## config.mk

```make
export PLATFORM = sky130hd
export DESIGN_NAME = pe_rx_frame
export DESIGN_NICKNAME = d
export VERILOG_FILES = /design/src/rtl/pe_types.sv /design/src/rtl/pe_rx_buf.sv /design/src/rtl/pe_rx_frame.sv
export SDC_FILE = /design/constraint.sdc
export NUM_CORES = 2
export LEC_CHECK = 0
export CAP_MARGIN = 40
export CORE_MARGIN = 4
export CORE_UTILIZATION = 41
export CTS_CLUSTER_SIZE = 25
export DETAILED_ROUTE_END_ITERATION = 8
export SYNTH_ARGS = -nofsm -noshare
export SYNTH_HDL_FRONTEND = slang
export SYNTH_SLANG_ARGS = --single-unit
```

## constraint.sdc

```tcl
create_clock -name clock -period 5.05 [get_ports clock]
set_input_delay 1.2625 -clock clock [delete_from_list [all_inputs] [get_ports clock]]
set_output_delay 1.2625 -clock clock [all_outputs]
set_load 0.03 [all_outputs]
```

## src/rtl/pe_types.sv

```systemverilog
// Shared frame geometry and receive-state encoding for the PE array stream endpoints.
// Both the input driver and pe_rx_frame size themselves from these constants.
package pe_types;

  localparam int PE_FRAME_PAYLOAD = 64;
  localparam int PE_FRAME_TRAILER = 4;
  localparam int PE_FRAME_WORDS   = PE_FRAME_PAYLOAD + PE_FRAME_TRAILER;
  localparam int PE_FRAME_AW      = $clog2(PE_FRAME_WORDS);

  typedef enum logic [1:0] {
    PAYLOAD = 2'd0,
    TRAILER = 2'd1,
    HOLD    = 2'd2
  } pe_rx_state_t;

endpackage

```

## src/rtl/pe_rx_buf.sv

```systemverilog
// Frame buffer: simple dual-port RAM, synchronous write, one-cycle registered read.
// Addresses at or beyond DEPTH read back as zero and are never written.
module pe_rx_buf #(
  parameter int DATA_W = 32,
  parameter int DEPTH  = 68,
  parameter int AW     = $clog2(DEPTH)
) (
  input  logic              clock,
  input  logic              resetn,
  input  logic              we,
  input  logic [AW-1:0]     waddr,
  input  logic [DATA_W-1:0] wdata,
  input  logic [AW-1:0]     raddr,
  output logic [DATA_W-1:0] rdata
);

  localparam logic [AW:0] DEPTH_V = (AW+1)'(DEPTH);

  logic [DATA_W-1:0] mem [DEPTH];
  logic [DATA_W-1:0] rdata_q, rdata_d;
  logic              waddr_ok, raddr_ok;

  assign waddr_ok = ({1'b0, waddr} < DEPTH_V);
  assign raddr_ok = ({1'b0, raddr} < DEPTH_V);

  // Storage is deliberately not reset: a reset discards the frame, not the data.
  always_ff @(posedge clock) begin
    if (we && waddr_ok) begin
      mem[waddr] <= wdata;
    end
  end

  always_comb begin
    rdata_d = '0;
    if (raddr_ok) begin
      rdata_d = mem[raddr];
    end
  end

  always_ff @(posedge clock or negedge resetn) begin
    if (!resetn) begin
      rdata_q <= '0;
    end else begin
      rdata_q <= rdata_d;
    end
  end

  assign rdata = rdata_q;

endmodule

```

## src/rtl/pe_rx_frame.sv

```systemverilog
// PE array result receiver: captures payload+trailer into a buffer, holds it until frame_ack, stalls while holding.
// Checksum compare only when PE_RX_CHECKSUM_EN is defined; otherwise frame_ok=1 and err_cnt=0.
module pe_rx_frame
  import pe_types::*;
#(
  parameter int DATA_W        = 32,
  parameter int PAYLOAD_WORDS = PE_FRAME_PAYLOAD,
  parameter int TRAILER_WORDS = PE_FRAME_TRAILER,
  parameter int CNT_W         = 16
) (
  input  logic                                            clock,
  input  logic                                            resetn,
  input  logic                                            ovalid,
  output logic                                            oready,
  input  logic [DATA_W-1:0]                               odata,
  output logic                                            frame_done,
  output logic                                            frame_ok,
  input  logic [$clog2(PAYLOAD_WORDS+TRAILER_WORDS)-1:0]  rd_addr,
  output logic [DATA_W-1:0]                               rd_data,
  input  logic                                            frame_ack,
  output logic [CNT_W-1:0]                                frame_cnt,
  output logic [CNT_W-1:0]                                err_cnt
);

  localparam int DEPTH = PAYLOAD_WORDS + TRAILER_WORDS;
  localparam int AW    = $clog2(DEPTH);

  localparam logic [AW-1:0] LAST_PAY  = AW'(PAYLOAD_WORDS - 1);
  localparam logic [AW-1:0] TRAIL0    = AW'(PAYLOAD_WORDS);
  localparam logic [AW-1:0] LAST_WORD = AW'(DEPTH - 1);

  pe_rx_state_t      state_q, state_d;
  logic [AW-1:0]     wcnt_q, wcnt_d;
  logic              oready_q, oready_d;
  logic              frame_done_q, frame_done_d;
  logic              frame_ok_q, frame_ok_d;
  logic [CNT_W-1:0]  frame_cnt_q, frame_cnt_d;
  logic              xfer;

`ifdef PE_RX_CHECKSUM_EN
  logic [DATA_W-1:0] sum_q, sum_d;
  logic [CNT_W-1:0]  err_cnt_q, err_cnt_d;
`endif

  assign xfer = ovalid && oready_q;

  always_comb begin
    state_d      = state_q;
    wcnt_d       = wcnt_q;
    frame_done_d = 1'b0;
    frame_ok_d   = frame_ok_q;
    frame_cnt_d  = frame_cnt_q;
`ifdef PE_RX_CHECKSUM_EN
    sum_d        = sum_q;
    err_cnt_d    = err_cnt_q;
`endif

    case (state_q)
      PAYLOAD: begin
        if (xfer) begin
          wcnt_d = wcnt_q + AW'(1);
`ifdef PE_RX_CHECKSUM_EN
          sum_d  = sum_q + odata;
`endif
          if (wcnt_q == LAST_PAY) begin
            state_d = TRAILER;
          end
        end
      end
      TRAILER: begin
        if (xfer) begin
          wcnt_d = wcnt_q + AW'(1);
          if (wcnt_q == TRAIL0) begin
`ifdef PE_RX_CHECKSUM_EN
            frame_ok_d = (odata == sum_q);
`else
            frame_ok_d = 1'b1;
`endif
          end
          if (wcnt_q == LAST_WORD) begin
            state_d      = HOLD;
            frame_done_d = 1'b1;
            frame_cnt_d  = frame_cnt_q + CNT_W'(1);
`ifdef PE_RX_CHECKSUM_EN
            // frame_ok_d already reflects this frame, even with a one-word trailer.
            if (!frame_ok_d && (err_cnt_q != '1)) begin
              err_cnt_d = err_cnt_q + CNT_W'(1);
            end
`endif
          end
        end
      end
      HOLD: begin
        if (frame_ack) begin
          state_d = PAYLOAD;
          wcnt_d  = '0;
`ifdef PE_RX_CHECKSUM_EN
          sum_d   = '0;
`endif
        end
      end
      default: begin
        state_d = PAYLOAD;
        wcnt_d  = '0;
      end
    endcase

    // Registered ready follows the next state, so the ack edge reopens the stream.
    oready_d = (state_d != HOLD);
  end

  always_ff @(posedge clock or negedge resetn) begin
    if (!resetn) begin
      state_q      <= PAYLOAD;
      wcnt_q       <= '0;
      oready_q     <= 1'b0;
      frame_done_q <= 1'b0;
      frame_ok_q   <= 1'b0;
      frame_cnt_q  <= '0;
`ifdef PE_RX_CHECKSUM_EN
      sum_q        <= '0;
      err_cnt_q    <= '0;
`endif
    end else begin
      state_q      <= state_d;
      wcnt_q       <= wcnt_d;
      oready_q     <= oready_d;
      frame_done_q <= frame_done_d;
      frame_ok_q   <= frame_ok_d;
      frame_cnt_q  <= frame_cnt_d;
`ifdef PE_RX_CHECKSUM_EN
      sum_q        <= sum_d;
      err_cnt_q    <= err_cnt_d;
`endif
    end
  end

  pe_rx_buf #(
    .DATA_W (DATA_W),
    .DEPTH  (DEPTH),
    .AW     (AW)
  ) u_buf (
    .clock  (clock),
    .resetn (resetn),
    .we     (xfer),
    .waddr  (wcnt_q),
    .wdata  (odata),
    .raddr  (rd_addr),
    .rdata  (rd_data)
  );

  assign oready     = oready_q;
  assign frame_done = frame_done_q;
  assign frame_ok   = frame_ok_q;
  assign frame_cnt  = frame_cnt_q;
`ifdef PE_RX_CHECKSUM_EN
  assign err_cnt    = err_cnt_q;
`else
  assign err_cnt    = '0;
`endif

endmodule

```

==> flow_metrics.env <==
export IMPL_fp_dieArea_um2=217500
export IMPL_coreArea_um2=209400
export IMPL_switching_power_mw=9.151
export IMPL_fin_setup_tns_ps=0
export IMPL_post_cts_setup_buffer_count=0
export IMPL_die_h_um=466.4
export IMPL_hold_class="flop to flop"
export IMPL_reg2reg_depth=6
export IMPL_start_kind="input port"
export IMPL_relSlewSlack=0.3929
export IMPL_rsz0062_at_grt="no"
export IMPL_leakage_nw=31.42
export IMPL_intPower_mw=30.78
export IMPL_grt_pass1_wl_um=323800
export IMPL_p_sw_frac=0.2292
export IMPL_placed_area_um2=92460
export IMPL_synth_area_leader_cell="edfxtp_1"
export IMPL_final_cell_area_um2=99320
export IMPL_numCtsBuffers=218
export IMPL_cts_repair_resize_count=0
export IMPL_ys_seq_area_frac=0.7759
export IMPL_reg2reg_slack_ps=1690
export IMPL_nNetsFinal=4425
export IMPL_routedWlPerCell_um=30.82
export IMPL_hold_buffers=0
export IMPL_area_growth_pct=15.29
export IMPL_num_rows=168
export IMPL_hold_viol_final=0
export IMPL_vias=42560
export IMPL_crit_type="input port to flop"
export IMPL_clockRootBuffer="clkbuf_16"
export IMPL_combPwrFrac=0.076
export IMPL_synthFlopType="edfxtp_1"
export IMPL_period_minus_slack_ps=3626
export IMPL_drive_above_1_share=0.2715
export IMPL_worstPathArrival_ps=4300
export IMPL_wl_met3_um=14260
export IMPL_cts_max_level=4
export IMPL_status="complete, no violations"
export IMPL_antenna_found_initial=6
export IMPL_synth_cell_types=71
export IMPL_drtIter0Drc=4827
export IMPL_r2r_start="wcnt_q[2]"
export IMPL_required_ps=5730
export IMPL_firstDrtPassIters=6
export IMPL_cp_max_fo=42
export IMPL_ios=110
export IMPL_clock_latency_ps=860
export IMPL_ant_nets=0
export IMPL_overflow=0
export IMPL_vdd_drop_max_v=0.0003877
export IMPL_clockBufferDepth=3
export IMPL_p_per_area_nw_per_um2=402.0
export IMPL_synth_top_area_frac=0.7584
export IMPL_io_buffers=93
export IMPL_cap_violations=0
export IMPL_place_congestion=0.8086
export IMPL_grt_max_degree=69
export IMPL_synthArstFlopShare=0.02683
export IMPL_ys_ff_latch=2236
export IMPL_grt_pass1_vias=42650
export IMPL_setup_viol=0
export IMPL_p_seq_frac=0.531
export IMPL_synth_avg_cell_area_um2=21.39
export IMPL_worstReg2RegEnd="u_buf.mem[3][16]"
export IMPL_synth_edf_count=2176
export IMPL_synth_area_leaders="edfxtp_1 (76%), mux4_2 (12%), mux2i_1 (1.8%)"
export IMPL_globalRouteTotalUtil=0.2072
export IMPL_clock_sinks=2236
export IMPL_hold_path_startpoint="frame_cnt[15]"
export IMPL_viasPerCell=5.772
export IMPL_wl_met1_um=94890
export IMPL_p_clk_frac=0.393
export IMPL_tightestPinTransition_ps=910.7
export IMPL_drv_slew=0
export IMPL_hold_path_end="frame_cnt[15]"
export IMPL_wl_met2_um=112500
export IMPL_period_share=0.7179
export IMPL_syn_inst=4028
export IMPL_cp_end_kind="flop"
export IMPL_start_util=0.4115
export IMPL_worst_clock_skew_ps=60.77
export IMPL_syn_cell_area_um2=86150
export IMPL_dp_final_hpwl_um=135700
export IMPL_wirelength_um=227200
export IMPL_worstHoldPathCells=1
export IMPL_yosys_warnings=0
export IMPL_drcViolationCount=0
export IMPL_cts_tree="built"
export IMPL_dr_max_layer_used="met5"
export IMPL_die_w_um=466.4
export IMPL_path_clk_slew_ps=60
export IMPL_fmax_ghz=0.2758
[logic make-up after synthesis]
group,Yosys count,synth area share
flops,2236,0.7759
mux,706,0.1518
simple gates,419,0.02277
compound gates,402,0.03182
buf+inv,241,0.01525
xor+xnor,20,0.002033
fa+ha+maj,3,0.0004357
other cells,1,0.00004353
[cell usage in the layout (no fill, tap or decap), types with 10 or more instances in the layout]
| master | netlist | layout |
|---|---|---|
| a22oi_1 | 83 | 83 |
| mux4_2 | 472 | 472 |
| clkdlybuf4s50_1 | 0 | 54 |
| xnor2_1 | 16 | 16 |
| nor2_4 | 0 | 68 |
| buf_12 | 0 | 60 |
| a21boi_0 | 24 | 24 |
| nor2_1 | 112 | 44 |
| o21ai_1 | 12 | 12 |
| a31oi_1 | 16 | 16 |
| clkinv_2 | 0 | 43 |
| nand2_1 | 165 | 165 |
| clkbuf_1 | 78 | 54 |
| clkbuf_8 | 0 | 10 |
| edfxtp_1 | 2176 | 2176 |
| a21oi_1 | 96 | 96 |
| buf_4 | 59 | 196 |
| o21ai_0 | 34 | 34 |
| clkbuf_16 | 0 | 220 |
| nor2b_1 | 21 | 19 |
| mux2i_1 | 151 | 151 |
| a221oi_1 | 18 | 18 |
| dfrtp_1 | 60 | 60 |
| buf_2 | 66 | 34 |
| clkinv_1 | 1 | 50 |
| mux2_2 | 83 | 83 |
| nor3_1 | 12 | 12 |
| o22ai_1 | 12 | 12 |
| conb_1 | 1 | 16 |
| or3_1 | 12 | 12 |
| bufinv_16 | 0 | 13 |
| o31ai_1 | 14 | 14 |
| inv_6 | 0 | 11 |
| nand3_1 | 40 | 40 |
| o221ai_1 | 17 | 17 |
| nand4_1 | 10 | 10 |
| a211oi_1 | 18 | 18 |
[stage by stage]
stage / hold WS [ps] / instances / power (mW) / utilization / worst slack [ps]
2_1_floorplan: 453.9 / 4043 / 23.04 / - / 1318
3_3_place_gp: 463.7 / 6950 / 24.60 / 0.4406 / 40.42
3_5_place_dp: 466.1 / 6964 / 24.67 / 0.4416 / 487.7
4_1_cts: 448.2 / 7372 / 40.25 / 0.4744 / 1329
5_1_grt: 475.1 / 7373 / 41.19 / 0.4744 / 1416
6_report: 471.2 / 7374 / 39.93 / 0.4744 / 1424
[power by group through the flow]
| stage | combinational [mW] | sequential [mW] | clock (mW) |
|---|---|---|---|
| after floorplan | 1.49 | 21.6 | 0 |
| after global placement | 3.02 | 21.6 | 0 |
| after detailed placement | 3.06 | 21.6 | 0 |
| after CTS | 3.07 | 21.2 | 16.0 |
| after global routing | 3.19 | 21.2 | 16.8 |
| final | 3.03 | 21.2 | 15.7 |
[synth_stat cells (18+ instances only)]
| cell | instances |
|---|---|
| mux2i_1 | 151 |
| a21boi_0 | 24 |
| dfrtp_1 | 60 |
| a211oi_1 | 18 |
| mux2_2 | 83 |
| buf_4 | 59 |
| edfxtp_1 | 2176 |
| mux4_2 | 472 |
| o21ai_0 | 34 |
| nor2b_1 | 21 |
| nor2_1 | 112 |
| nand3_1 | 40 |
| nand2_1 | 165 |
| a22oi_1 | 83 |
| clkbuf_1 | 78 |
| buf_2 | 66 |
| a221oi_1 | 18 |
| a21oi_1 | 96 |
[critical path, stage by stage]
cell	delay [ps]
buf_8	460
buf_12	270
buf_4	200
mux4_2	550
mux2i_1	370
nor2_1	100
nor4_1	540
buf_2	270
a22oi_1	130
[state kept, by name, indices dropped and copies added, names as in the netlist]
name,flops
u_buf.mem,2176
u_buf.rdata,32
frame_cnt,16
wcnt_q,7
state_q,2
frame_done,1
frame_ok,1
oready,1
[routing by layer]
metal  vias up  track usage
li1      17540            -
met1     23070       0.2920
met2      1654       0.3416
met3       293      0.02937
met4         6      0.05447
met5         -            0
[cell type report]
class                           count  area (um^2)
Fill cell                       17190       110000
Sequential cell                  2236        66840
Multi-Input combinational cell   1566        18610
Clock buffer                      284         5846
Tap cell                         2805         3510
Timing Repair Buffer              350         3470
Clock inverter                    124         1011
Inverter                            7        27.53
Antenna cell                        2        5.005
[how the worst max path moves through the flow]
stage | start | endpoint | slack [ps] | cells past startpoint
2_1_floorplan | ovalid | u_buf.mem[55][0] | 1320 | 5
3_3_place_gp | rd_addr[0] | u_buf.rdata[30] | 40 | 8
3_5_place_dp | rd_addr[0] | u_buf.rdata[30] | 490 | 9
4_1_cts | u_buf.rdata[11] | rd_data[11] | 1330 | 1
5_1_grt | rd_addr[0] | u_buf.rdata[30] | 1420 | 9
6_report | rd_addr[0] | u_buf.rdata[30] | 1420 | 9
(Power assumes the default switching activity.)
